==> src/rtl/decode_queue_pkg.sv <==
// Shared constants, slot record and length-decode helper for the decode queue.
package decode_queue_pkg;

  localparam int          FETCH_HALVES_DEF = 2;
  localparam int          DEPTH_DEF        = 8;
  localparam int          ISSUE_DEF        = 1;
  localparam logic [31:0] RESET_PC_DEF     = 32'h0000_0000;

  typedef struct packed {
    logic        valid;
    logic [31:0] instr;
    logic [31:0] pc;
    logic [31:0] npc;
    logic        error;
  } decode_queue_slot_type;

  // A halfword whose two low bits are set opens a 32-bit instruction.
  function automatic logic hw_is_32(input logic [15:0] hw);
    return (hw[1:0] == 2'b11);
  endfunction

endpackage

==> src/rtl/decode_queue_if.sv <==
// Fetch-side and issue-side handshake bundle of the decode queue.
interface decode_queue_if
  import decode_queue_pkg::*;
#(
  parameter int FETCH_HALVES = FETCH_HALVES_DEF,
  parameter int ISSUE        = ISSUE_DEF
);
  logic                      clear;
  logic [31:0]               clear_pc;
  logic                      fetch_valid;
  logic                      fetch_ready;
  logic [16*FETCH_HALVES-1:0] fetch_data;
  logic                      fetch_error;
  logic [ISSUE-1:0]          instr_valid;
  logic [32*ISSUE-1:0]       instr;
  logic [32*ISSUE-1:0]       instr_pc;
  logic [32*ISSUE-1:0]       instr_npc;
  logic [ISSUE-1:0]          instr_error;
  logic [ISSUE-1:0]          take;

  modport master (
    output clear, clear_pc, fetch_valid, fetch_data, fetch_error, take,
    input  fetch_ready, instr_valid, instr, instr_pc, instr_npc, instr_error
  );

  modport slave (
    input  clear, clear_pc, fetch_valid, fetch_data, fetch_error, take,
    output fetch_ready, instr_valid, instr, instr_pc, instr_npc, instr_error
  );
endinterface

==> src/rtl/decode_queue_slot.sv <==
// Extracts one issue slot from the two halfwords at its start position.
module decode_queue_slot
  import decode_queue_pkg::*;
#(
  parameter int PW = 4
) (
  input  logic [15:0]           hw0,
  input  logic [15:0]           hw1,
  input  logic                  err0,
  input  logic                  err1,
  input  logic [PW-1:0]         avail,
  input  logic [31:0]           pc,
  output decode_queue_slot_type slot,
  output logic                  is32
);

  logic err_s;
  logic long_s;

  // Length decode, completeness and fault folding for this slot.
  always_comb begin
    long_s     = hw_is_32(hw0) & ~err0;
    err_s      = err0 | (long_s & err1);
    is32       = long_s;
    slot.valid = long_s ? (avail >= PW'(2)) : (avail >= PW'(1));
    slot.error = err_s;
    if (err_s) begin
      slot.instr = 32'h0000_0000;
    end else if (long_s) begin
      slot.instr = {hw1, hw0};
    end else begin
      slot.instr = {16'h0000, hw0};
    end
    slot.pc  = pc & 32'hFFFF_FFFE;
    slot.npc = (pc & 32'hFFFF_FFFE) + (long_s ? 32'd4 : 32'd2);
  end

endmodule

==> src/rtl/decode_queue.sv <==
// Halfword queue between fetch and decode: stores fetch beats and presents
// up to ISSUE length-decoded instructions per cycle with their PCs.
module decode_queue
  import decode_queue_pkg::*;
#(
  parameter int          FETCH_HALVES = FETCH_HALVES_DEF,
  parameter int          DEPTH        = DEPTH_DEF,
  parameter int          ISSUE        = ISSUE_DEF,
  parameter logic [31:0] RESET_PC     = RESET_PC_DEF
) (
  input  logic            clock,
  input  logic            reset,
  decode_queue_if.slave   bus
);

  localparam int AW  = $clog2(DEPTH);
  localparam int PW  = AW + 1;
  localparam int FHW = $clog2(FETCH_HALVES);

  logic [15:0]   mem_q [DEPTH];
  logic [15:0]   mem_d [DEPTH];
  logic [DEPTH-1:0] err_q, err_d;
  logic [PW-1:0] wr_ptr_q, wr_ptr_d, rd_ptr_q, rd_ptr_d;
  logic [31:0]   pc_q, pc_d;
  logic [FHW-1:0] discard_q, discard_d;

  logic [PW-1:0] count_s, free_s, consumed_s, written_s, idx0_b_s;
  logic          fetch_ready_s, accept_s, take0_s, take1_s;
  logic          slot0_is32_s, slot1_is32_s;
  decode_queue_slot_type slot0_s, slot1_s, sel_s;

  assign count_s       = wr_ptr_q - rd_ptr_q;
  assign free_s        = PW'(DEPTH) - count_s;
  assign written_s     = PW'(FETCH_HALVES) - PW'(discard_q);
  assign fetch_ready_s = reset & ~bus.clear & (free_s >= PW'(FETCH_HALVES));
  assign accept_s      = bus.fetch_valid & fetch_ready_s;
  assign idx0_b_s      = rd_ptr_q + PW'(1);

  decode_queue_slot #(.PW(PW)) u_slot0 (
    .hw0   (mem_q[rd_ptr_q[AW-1:0]]),
    .hw1   (mem_q[idx0_b_s[AW-1:0]]),
    .err0  (err_q[rd_ptr_q[AW-1:0]]),
    .err1  (err_q[idx0_b_s[AW-1:0]]),
    .avail (count_s),
    .pc    (pc_q),
    .slot  (slot0_s),
    .is32  (slot0_is32_s)
  );

  if (ISSUE == 2) begin : g_slot1
    logic [PW-1:0] start_s, idx_a_s, idx_b_s, avail_s;
    assign start_s = slot0_is32_s ? PW'(2) : PW'(1);
    assign idx_a_s = rd_ptr_q + start_s;
    assign idx_b_s = idx_a_s + PW'(1);
    // Slot 1 sees nothing unless slot 0 is complete.
    assign avail_s = slot0_s.valid ? (count_s - start_s) : PW'(0);

    decode_queue_slot #(.PW(PW)) u_slot1 (
      .hw0   (mem_q[idx_a_s[AW-1:0]]),
      .hw1   (mem_q[idx_b_s[AW-1:0]]),
      .err0  (err_q[idx_a_s[AW-1:0]]),
      .err1  (err_q[idx_b_s[AW-1:0]]),
      .avail (avail_s),
      .pc    (slot0_s.npc),
      .slot  (slot1_s),
      .is32  (slot1_is32_s)
    );
  end else begin : g_no_slot1
    assign slot1_s      = '0;
    assign slot1_is32_s = 1'b0;
  end

  // Only a valid prefix of take counts; everything else is ignored.
  always_comb begin
    take0_s = bus.take[0] & slot0_s.valid;
    take1_s = (ISSUE == 2) && bus.take[ISSUE-1] && take0_s && slot1_s.valid;
    if (take0_s) begin
      consumed_s = slot0_is32_s ? PW'(2) : PW'(1);
    end else begin
      consumed_s = PW'(0);
    end
    if (take1_s) begin
      consumed_s = consumed_s + (slot1_is32_s ? PW'(2) : PW'(1));
    end else begin
      consumed_s = consumed_s;
    end
  end

  // Next-state: clear wins over dequeue and enqueue in the same cycle.
  always_comb begin
    mem_d     = mem_q;
    err_d     = err_q;
    wr_ptr_d  = wr_ptr_q;
    rd_ptr_d  = rd_ptr_q;
    pc_d      = pc_q;
    discard_d = discard_q;
    if (bus.clear) begin
      rd_ptr_d  = wr_ptr_q;
      pc_d      = bus.clear_pc & 32'hFFFF_FFFE;
      discard_d = bus.clear_pc[FHW:1];
    end else begin
      rd_ptr_d = rd_ptr_q + consumed_s;
      pc_d     = pc_q + 32'({consumed_s, 1'b0});
      if (accept_s) begin
        // Leading halfwords below the discard count are dropped; the rest pack from wr_ptr.
        for (int i = 0; i < FETCH_HALVES; i++) begin
          mem_d[AW'(wr_ptr_q + PW'(i) - PW'(discard_q))] =
            (FHW'(i) >= discard_q) ? bus.fetch_data[16*i +: 16]
                                   : mem_d[AW'(wr_ptr_q + PW'(i) - PW'(discard_q))];
          err_d[AW'(wr_ptr_q + PW'(i) - PW'(discard_q))] =
            (FHW'(i) >= discard_q) ? bus.fetch_error
                                   : err_d[AW'(wr_ptr_q + PW'(i) - PW'(discard_q))];
        end
        wr_ptr_d  = wr_ptr_q + written_s;
        discard_d = '0;
      end else begin
        wr_ptr_d = wr_ptr_q;
      end
    end
  end

  // Control state with asynchronous reset.
  always_ff @(posedge clock or negedge reset) begin
    if (!reset) begin
      wr_ptr_q  <= '0;
      rd_ptr_q  <= '0;
      pc_q      <= RESET_PC;
      discard_q <= RESET_PC[FHW:1];
      err_q     <= '0;
    end else begin
      wr_ptr_q  <= wr_ptr_d;
      rd_ptr_q  <= rd_ptr_d;
      pc_q      <= pc_d;
      discard_q <= discard_d;
      err_q     <= err_d;
    end
  end

  // Halfword data storage, deliberately not reset.
  always_ff @(posedge clock) begin
    mem_q <= mem_d;
  end

  // Pack slot records onto the issue bus.
  always_comb begin
    bus.fetch_ready = fetch_ready_s;
    bus.instr_valid = '0;
    bus.instr       = '0;
    bus.instr_pc    = '0;
    bus.instr_npc   = '0;
    bus.instr_error = '0;
    sel_s           = '0;
    for (int k = 0; k < ISSUE; k++) begin
      sel_s                    = (k == 0) ? slot0_s : slot1_s;
      bus.instr_valid[k]       = sel_s.valid & reset;
      bus.instr[32*k +: 32]    = sel_s.instr;
      bus.instr_pc[32*k +: 32] = sel_s.pc;
      bus.instr_npc[32*k +: 32] = sel_s.npc;
      bus.instr_error[k]       = sel_s.error;
    end
  end

endmodule

==> src/flat_wrapper.sv <==
// flat-port wrapper written by rule: the top's interface ports become plain ports
module decode_queue_flat import decode_queue_pkg::*;
#(
  parameter int          FETCH_HALVES = FETCH_HALVES_DEF,
  parameter int          DEPTH        = DEPTH_DEF,
  parameter int          ISSUE        = ISSUE_DEF,
  parameter logic [31:0] RESET_PC     = RESET_PC_DEF
)
  (clock, reset, bus_clear, bus_clear_pc, bus_fetch_valid, bus_fetch_data, bus_fetch_error, bus_take, bus_fetch_ready, bus_instr_valid, bus_instr, bus_instr_pc, bus_instr_npc, bus_instr_error);
  decode_queue_if #(.FETCH_HALVES(FETCH_HALVES), .ISSUE(ISSUE)) bus_i ();
  input  logic clock;
  input  logic reset;
  input wire logic [$bits(bus_i.clear)-1:0] bus_clear;
  input wire logic [$bits(bus_i.clear_pc)-1:0] bus_clear_pc;
  input wire logic [$bits(bus_i.fetch_valid)-1:0] bus_fetch_valid;
  input wire logic [$bits(bus_i.fetch_data)-1:0] bus_fetch_data;
  input wire logic [$bits(bus_i.fetch_error)-1:0] bus_fetch_error;
  input wire logic [$bits(bus_i.take)-1:0] bus_take;
  output wire logic [$bits(bus_i.fetch_ready)-1:0] bus_fetch_ready;
  output wire logic [$bits(bus_i.instr_valid)-1:0] bus_instr_valid;
  output wire logic [$bits(bus_i.instr)-1:0] bus_instr;
  output wire logic [$bits(bus_i.instr_pc)-1:0] bus_instr_pc;
  output wire logic [$bits(bus_i.instr_npc)-1:0] bus_instr_npc;
  output wire logic [$bits(bus_i.instr_error)-1:0] bus_instr_error;
  assign bus_i.clear = bus_clear;
  assign bus_i.clear_pc = bus_clear_pc;
  assign bus_i.fetch_valid = bus_fetch_valid;
  assign bus_i.fetch_data = bus_fetch_data;
  assign bus_i.fetch_error = bus_fetch_error;
  assign bus_i.take = bus_take;
  assign bus_fetch_ready = bus_i.fetch_ready;
  assign bus_instr_valid = bus_i.instr_valid;
  assign bus_instr = bus_i.instr;
  assign bus_instr_pc = bus_i.instr_pc;
  assign bus_instr_npc = bus_i.instr_npc;
  assign bus_instr_error = bus_i.instr_error;
  decode_queue #(.FETCH_HALVES(FETCH_HALVES), .DEPTH(DEPTH), .ISSUE(ISSUE), .RESET_PC(RESET_PC)) u_core (.clock(clock), .reset(reset), .bus(bus_i));
endmodule
==> config.mk <==
export PLATFORM = sky130hd
export DESIGN_NAME = decode_queue_flat
export DESIGN_NICKNAME = d
export VERILOG_FILES = /design/src/rtl/decode_queue_pkg.sv /design/src/rtl/decode_queue_if.sv /design/src/rtl/decode_queue_slot.sv /design/src/rtl/decode_queue.sv /design/src/flat_wrapper.sv
export SDC_FILE = /design/constraint.sdc
export NUM_CORES = 1
export LEC_CHECK = 0
export BUFFER_PORTS_ARGS = -buffer_cell sky130_fd_sc_hd__buf_2
export CORE_MARGIN = 4
export CORE_UTILIZATION = 28
export DETAILED_ROUTE_END_ITERATION = 8
export RECOVER_POWER = 50
export SLEW_MARGIN = 40
export SYNTH_ARGS = -nofsm -noshare
export SYNTH_HDL_FRONTEND = slang
export SYNTH_SLANG_ARGS = --single-unit
==> constraint.sdc <==
create_clock -name clock -period 9.57 [get_ports clock]
set_input_delay 0.957 -clock clock [delete_from_list [all_inputs] [get_ports clock]]
set_output_delay 0.957 -clock clock [all_outputs]
set_load 0.02 [all_outputs]
Word-level counts from Yosys, hierarchy flattened
Index checks and enable logic that the tools add are counted.
{ "totals": {"regBits": 177, "output_inout_bits": 99} }
{ "op_classes": {"magnitude_cmp": 17, "n_reduce_logical": 6, "add_sub_neg": 11, "n_bitwise": 14, "eq_ne": 1, "muxes": 46} }
{ "ops": {"columns": ["op", "count"], "rows": [
  ["128-bit bitwise mux", 2],
  ["16-bit binary-select mux with 3-bit select", 4],
  ["16-bit two-way mux", 12],
  ["16-bit demux with 3-bit select", 2],
  ["32-bit two-way mux", 3],
  ["32-bit by 3-bit adder with 32-bit output", 1],
  ["32-bit by 5-bit adder with 32-bit output", 1],
  ["8-bit bitwise mux", 2],
  ["4-bit >= comparator, second input constant", 4],
  ["3-bit by 4-bit < comparator with 1-bit output, second input constant", 4],
  ["3-bit inverter with 4-bit output", 4],
  ["1-bit binary-select mux with 3-bit select", 4],
  ["1-bit two-way mux", 11],
  ["4-bit adder", 2],
  ["4-bit by 2-bit >= comparator with 1-bit output, second input constant", 2],
  ["4-bit by 1-bit < comparator with 1-bit output, second input constant", 2],
  ["4-bit two-way mux", 2],
  ["1-bit AND", 7],
  ["3-bit by 1-bit adder with 3-bit output, second input constant", 2],
  ["1-bit demux with 3-bit select", 2],
  ["3-bit by 1-bit >= comparator with 1-bit output, second input constant", 2],
  ["3-bit by 1-bit subtractor with 3-bit output", 2],
  ["4-bit by 1-bit >= comparator with 1-bit output, second input constant", 1],
  ["1-bit logical AND", 4],
  ["other kinds (11)", 13]
]} }

Longest topological paths before layout
Gate-level depths: netlist of the first run.
{ "depth": {"depth_word": 12, "mapped_depth": 17, "mapped_depth_nobuf": 15} }

Cells and area by module
Synthesis of the first run repeated with hierarchy kept, for this count alone.
{ "unflattened": {"hier_cells": 1195, "area_unflattened_um2": 12884.9} }
{ "modules_own_cells": {"columns": ["module", "area_per_inst_um2", "instances", "cells_each"], "rows": [
  ["decode_queue", 11718.7, 1, 1037],
  ["decode_queue_slot", 1166.1, 1, 158]
]} }

Least setup slack after synthesis of the first run
OpenSTA, ideal clock, no wires.
{ "synth_path": {"kind": "reg-to-output", "startpoint": "register u_core.rd_ptr_q[0]", "endpoint": "output bus_instr_npc[25]", "required_ns": 8.613, "arrival_ns": 3.460, "setup_slack_ns": 5.153, "stages_incl_launch_ff": 15, "cell_sequence": "dfrtp_1 mux4_2 mux2_2 and3_1 buf_6 inv_2 ha_1 inv_1 fa_1 nand3b_1 nor2_1 and3_1 clkbuf_1 nand2_1 xnor2_1"} }
{ "synth_via": {"elab_chain_cells": 8, "elab_cells_between_ends": 11} }
{ "synth_rtl": {"columns": ["item", "line_no", "source"], "rows": [
  ["from (decl)", "decode_queue.sv:23", "logic [PW-1:0] wr_ptr_q, wr_ptr_d, rd_ptr_q, rd_ptr_d;"],
  ["from (signal assigned)", "decode_queue.sv:132", "rd_ptr_q <= rd_ptr_d;"],
  ["3-bit inverter with 4-bit output (implied by the code)", "decode_queue.sv:40", ".hw0 (mem_q[rd_ptr_q[AW-1:0]]),"],
  ["16-bit binary-select mux with 3-bit select", "decode_queue.sv:40", null],
  ["16-bit two-way mux (implied by the code) (2 in series)", "decode_queue.sv:40", null],
  ["2-bit equality test", "decode_queue_pkg.sv:19", "return (hw[1:0] == 2'b11);"],
  ["1-bit AND *", "decode_queue_slot.sv:22", "long_s = hw_is_32(hw0) & ~err0;"],
  ["3-bit two-way mux *", "decode_queue_slot.sv:35", "slot.npc = (pc & 32'hFFFF_FFFE) + (long_s ? 32'd4 : 32'd2);"],
  ["32-bit by 3-bit adder with 32-bit output *", "decode_queue_slot.sv:35", null],
  ["to (decl)", "flat_wrapper.sv:23", "output wire logic [$bits(bus_i.instr_npc)-1:0] bus_instr_npc;"]
]} }
Mark *: on every way between the ends. The rest lies on a longest branch, timed or not. The select of a mux whose other input is x is not followed.

==> results of run 1 <==
[registers in the layout, indices dropped and copies added (netlist names)]
signal            cells
u_core.discard_q      1
u_core.err_q          8
u_core.mem_q        128
u_core.pc_q          31
u_core.rd_ptr_q       4
u_core.wr_ptr_q       4
[path summary, 6_finish.rpt]
kind / endpoint / slack [ns] / cells past startpoint
setup reg to reg: u_core.mem_q[126] / 2.05 / 9
hold reg to reg: u_core.wr_ptr_q[3] / 0.53 / 1
setup / recovery: u_core.mem_q[126] / 2.05 / 9
max in group asynchronous: u_core.rd_ptr_q[0] / 5.95 / 2
hold / removal: u_core.wr_ptr_q[3] / 0.53 / 1
min in group asynchronous: u_core.pc_q[31] / 1.55 / 2
[cells by family after synthesis]
group	Yosys count	synth area share [%]
compound gates	313	17.64
xor+xnor	72	5.167
fa+ha+maj	25	2.684
buf+inv	151	4.956
flops	176	38.65
mux	114	15.56
other cells	1	0.02873
simple gates	447	15.31
[metrics by stage]
step | hold WS (ns) | power, mW
after floorplan | 0.4712 | 3.870
after global placement | 0.5088 | 5.091
after detailed placement | 0.5154 | 5.200
after CTS | 0.5247 | 5.934
after global routing | 0.5579 | 6.276
final | 0.5261 | 5.996
[cell usage in the layout (no fill, tap or decap), types with 22 or more instances in the layout]
cell type and count:
dfrtp_1 47, edfxtp_1 128, nand4_1 22, o221ai_1 87
o22ai_1 22, nand2_1 266, mux2i_1 27, o21ai_0 27
clkbuf_1 39, xor2_1 31, buf_4 22, nand3_1 27
o21ai_1 31, mux4_2 68, xnor2_1 34, nor2_1 54
a21oi_1 46, inv_1 24, buf_2 134
[metal layers]
metal	part of all wire, %	wire, um	vias up
li1	-	-	5184
met1	39	19320	5659
met2	45	22560	929
met3	12	6090	140
met4	3.6	1795	2
met5	0.016	8	-
[power by group through the flow]
stage | clock (mW) | combinational (mW) | sequential, mW
2_1_floorplan | 0 | 2.69 | 1.18
3_3_place_gp | 0 | 3.85 | 1.24
3_5_place_dp | 0 | 3.96 | 1.25
4_1_cts | 0.737 | 3.97 | 1.23
5_1_grt | 0.766 | 4.26 | 1.25
6_report | 0.727 | 4.04 | 1.23
[worst max-delay path: stages (launching register included)]
cell,delay [ns]
dfrtp_1,0.33
buf_4,0.42
inv_1,0.42
ha_1,1.17
clkbuf_1,2.43
nand2_1,0.51
o22ai_1,0.46
o21ai_0,0.15
nor2_2,0.10
clkbuf_1,1.07
[final cells by class]
class	count	area share (%)
Antenna cell	1	0.01658
Clock buffer	18	2.844
Clock inverter	14	1.036
Inverter	26	0.6467
Multi-Input combinational cell	973	49.80
Sequential cell	176	33.45
Tap cell	600	4.975
Timing Repair Buffer	199	7.230
==> reports/metrics.cfg, run 1 <==
[floorplan]
die_x_um=223.9
io_pins=169
start_util_pct=28.51
core_area_mm2=0.04577
rows=78
die_h_um=223.9
dieArea_mm2=0.05013

[outcome]
status=complete, but fails checks
violations=capacitance limit, slew limit

[sta]
fin_tns_setup_ns=0
slew_violations=162
rsz0062_at_grt=no
setup_slack_ns=2.049
slew_headroom_pct=-123.4
max_freq_mhz=133.0
worst_slew_pin_slew_ns=3.351
layout_worst_path_cycle_share_pct=78.59
setup_viol=0
final.setup_skew_ns=0.01598
fin_crit_ns=7.521
hold_violations=0

[clock_tree]
cts-htree-levels=4
cts.repair.resized=0
cts_sinks=176
cts-root-buf=clkbuf_16
cts_made_buffers=17
ctsHoldBuffers=0
post_cts_buffers=0
cts_buffer_depth=2
clkSlewWorstSetupHoldPaths_ns=0.07
cts_tree=yes
clk_latency_ns=0.46

[drt]
first_iter_violations=1813
postRouteAntennaNets=0
viasPerCell=5.936
vias=11910
wire_per_inst_um=24.80
dr.pass1.iters=6
finalWirelength_um=49780
drc=0

[place]
dpl.hpwl_um=32180
pre_cts_slack_ns=4.493
routabilityCongestion=0.9098
numPlacedInstances=1973
numPortBuffers=165
placed_area_mm2=0.01456

[synthesis]
ys_types=71
synth-async-reset-ratio_pct=27.27
synth-seq-cells=176
netlist_area_mm2=0.01305
synth.area.top_cells=edfxtp_1, mux4_2, dfrtp_1, nand2_1, o221ai_1
synth_top_area_share_pct=29.45
yosys_warnings=0
synth-main-ff-cell=edfxtp_1
yosys-top-cells-count=nand2_1, edfxtp_1, o221ai_1
avgSynthCellArea_um2=10.05
synthCells=1299
synth_area_leader_cell=edfxtp_1
ys_seq_area_share_pct=38.65
yosysMostFrequentCell=nand2_1
synth_edf_count=128

[cells_and_area]
fin_area_mm2=0.01509
multi_input_area_mm2=0.007515
layout.nets=1488
stdcell_count=2007
seq_area_mm2=0.005049
fin_util_pct=32.97
drive_above_1_share_pct=22.33
area_growth_pct=15.63
fillers=4668

[worst_setup_path]
reg2reg_from=u_core.discard_q
crit_fanout=54
crit_start=u_core.discard_q
critPathArrivalTime_ns=7.58
critical_path_class=flop to flop
critPathLaunchType=flop
crit_required_ns=9.63
end_kind=flop

[power]
p_sw_mw=3.146
leakage_nw=5.377
ir_drop_mv=0.2673
p_seq_share_pct=20.6
comb_power_share_pct=67.3
internal_power_mw=2.851
powerDensity_mw_per_mm2=397.4
power.share.switching_pct=52.46
p_clk_share_pct=12.1

[global_route]
grt_max_degree=61
gr-usage-met3_pct=5.334
antenna_found_initial=2
met1_usage_pct=24.75
grt_pass1_wl_um=72420
gr-usage-all-layers_pct=18.92
grt_overflow=0
top_usage_layer=met2
grt_util_met2_pct=30.01
grt_pass1_vias=11400

[worst_hold_path]
hold_class=flop to flop
min-delay-start=u_core.wr_ptr_q[3]

[job]
cap_violations=4

No activity file was read; power rests on OpenSTA's default activity.
==> inputs of run 2 (changes only) <==
==> constraint.sdc (replaced) <==
create_clock -name clock -period 7.4 [get_ports clock]
set_input_delay 0.74 -clock clock [delete_from_list [all_inputs] [get_ports clock]]
set_output_delay 0.74 -clock clock [all_outputs]
set_load 0.02 [all_outputs]
==> run 2 against run 1 <==
Against the previous run: die area stayed put; final cell count hardly changed; largest cell class unchanged; the flow still finishes with violations (capacitance limit, slew limit); via count is 1.5% higher.
==> reports/metrics.cfg, run 2 (synthesized netlist as in run 1, its figures left out) <==
[outcome]
status=complete, but fails checks
violations=capacitance limit, slew limit

[worst_setup_path]
worstPathBufferInverterCount=3  ; -1
critical_path_class=flop to flop
r2r_end=u_core.mem_q[64]
crit_chain=clkbuf_1 -> inv_2 -> ha_4 -> buf_4 -> nand2_1 -> nor2_1 -> a221o_1
critical_path.top_delay_family=buffers and inverters
cp.depth=7  ; -2
crit_end=u_core.mem_q[64]
crit_required_ns=7.70  ; -1.93 ns
ff2ff_setup_slack_ns=0.90  ; -1.15 ns
critPathLaunchType=flop
reg2regPathDepth=7  ; -2
slowest_stage=nor2_1
end_kind=flop
reg2reg_from=u_core.discard_q
critPathMaxStageDelay_ns=1.65  ; -0.78 ns
critPathArrivalTime_ns=6.81  ; -0.77 ns
crit_start=u_core.discard_q
crit_fanout=56  ; +3.7%

[floorplan]
die_h_um=223.9  ; unchanged
core_area_mm2=0.04577  ; unchanged
die_x_um=223.9  ; unchanged
rows=78  ; unchanged
start_util_pct=28.51  ; unchanged
io_pins=169  ; unchanged
dieArea_mm2=0.05013  ; unchanged

[power]
powerDensity_mw_per_mm2=510.3  ; +28%
leakage_nw=5.369  ; -0.15%
total_power_mw=7.680  ; +28%
ir_drop_mv=0.3009  ; +13%

[clock_tree]
cts_tree=yes
cts-htree-levels=4  ; unchanged
clkSlewWorstSetupHoldPaths_ns=0.07  ; about the same
cts_buffer_depth=2  ; unchanged
cts-root-buf=clkbuf_16
post_cts_buffers=0  ; unchanged
cts_made_buffers=17  ; unchanged
cts_sinks=176  ; unchanged
cts.repair.resized=0  ; unchanged
clk_latency_ns=0.45  ; about the same
ctsHoldBuffers=0  ; unchanged

[global_route]
grt_pass1_wl_um=74640  ; +3.1%
gr-usage-all-layers_pct=19.34  ; +0.42 points
grt_pass1_vias=11660  ; +2.3%
grt_max_degree=61  ; unchanged
antenna_found_initial=2  ; unchanged
grt_overflow=0  ; unchanged

[cells_and_area]
fillers=4697  ; +0.62%
drive_above_1_share_pct=21.88  ; -0.46 points
final_common_cell=nand2_1
layout.nets=1490  ; +0.13%
regMostFlops=u_core.mem_q
fin_area_mm2=0.01505  ; -0.27%
area_growth_pct=15.31
final_cell_mix=nand2_1, buf_2, edfxtp_1, o221ai_1, mux4_2
largest_register_ffs=128  ; unchanged
biggestRegsByFlops=u_core.mem_q x128, u_core.pc_q x31, u_core.err_q x8

[place]
dpl.hpwl_um=32610  ; +1.3%
pre_cts_slack_ns=2.249  ; -2.244 ns
routabilityCongestion=0.8871  ; -2.5%
placed_area_mm2=0.01456  ; about the same
numPortBuffers=165  ; unchanged

[drt]
viasPerCell=6.018  ; +1.4%
finalWirelength_um=50390  ; +1.2%
first_iter_violations=1879  ; +3.6%
vias=12090  ; +1.5%
dr.pass1.iters=9  ; +3
postRouteAntennaNets=0  ; unchanged
drc=0  ; unchanged
wire_per_inst_um=25.08  ; +1.1%

[sta]
rsz0062_at_grt=no
worst_slew_pin_slew_ns=2.975  ; -0.3766 ns
max_freq_mhz=153.8  ; +16%
fin_tns_setup_ns=0  ; unchanged
layout_worst_path_cycle_share_pct=87.88  ; +9.3 points
setup_viol=0  ; unchanged
slew_violations=154  ; -4.9%
slew_headroom_pct=-98.32  ; +25 points
hold_violations=0  ; unchanged
fin_crit_ns=6.503  ; -1.019 ns
setup_slack_ns=0.8972  ; -1.151 ns
final.setup_skew_ns=0.01447  ; -0.001510 ns

[worst_hold_path]
hold_class=input pin to flop

[job]
cap_violations=6  ; +2

[run 2: changes by cell type in the layout (fill, tap and decap cells not counted), moves of 2 or more]
cell      before  now
clkinv_2       4    2
buf_8          2    4
clkinv_8       0    2
nor2_1        54   57
nor2_4         5    2
clkbuf_1      39   41
ha_2           2    0
[run 2: layout make-up]
cell class	count	area (um^2)	area share, %
antenna	1	2.502	0.01663
clock buffer	18	429.2	2.852
clock inverter	14	152.6	1.014
inverter	26	97.59	0.6485
multi-input combinational	973	7471	49.64
sequential	176	5050	33.56
tap	600	750.7	4.988
timing repair buffer	201	1096	7.283
[run 2: report_power, final]
part,total (mW),internal (mW),leakage [nW],switching (mW)
clock,0.931,0.478,0.284,0.454
combinational,5.10,1.77,3.32,3.32
sequential,1.65,1.38,1.76,0.272
[run 2: through the flow]
| stage | utilization (%) | instances | hold slack, ns |
|---|---|---|---|
| final | 32.88 | 2009 | 0.5032 |
| after global routing | 32.88 | 2009 | 0.5014 |
| after CTS | 33.08 | 2006 | 0.4278 |
| after detailed placement | 31.81 | 1974 | 0.5128 |
| after global placement | 31.54 | 1970 | 0.5065 |
| after floorplan | - | 1300 | 0.4444 |
[run 2: how the worst min path moves through the flow]
stage,depth (start not counted),end,slack (ns),from
global placement,1,u_core.wr_ptr_q[3],0.51,u_core.wr_ptr_q[3]
detailed placement,1,u_core.wr_ptr_q[3],0.51,u_core.wr_ptr_q[3]
floorplan,0,u_core.discard_q,0.44,reset
global route,3,u_core.pc_q[4],0.50,bus_clear_pc[4]
CTS,2,u_core.pc_q[31],0.43,reset
finish,3,u_core.pc_q[6],0.50,bus_clear_pc[6]
[run 2: layer usage]
metal	wire length, um	up-vias	track usage, %
met3	6248	118	4.456
met5	13	-	0
met1	19530	5855	26.54
met2	23060	931	30.04
li1	-	5185	-
met4	1546	2	6.999
[run 2: worst reg2reg max path: stages, from the launching register on]
cell	delay [ns]
dfrtp_1	0.32
clkbuf_1	1.63
inv_2	0.62
ha_4	0.69
buf_4	0.70
nand2_1	0.39
nor2_1	1.65
a221o_1	0.37
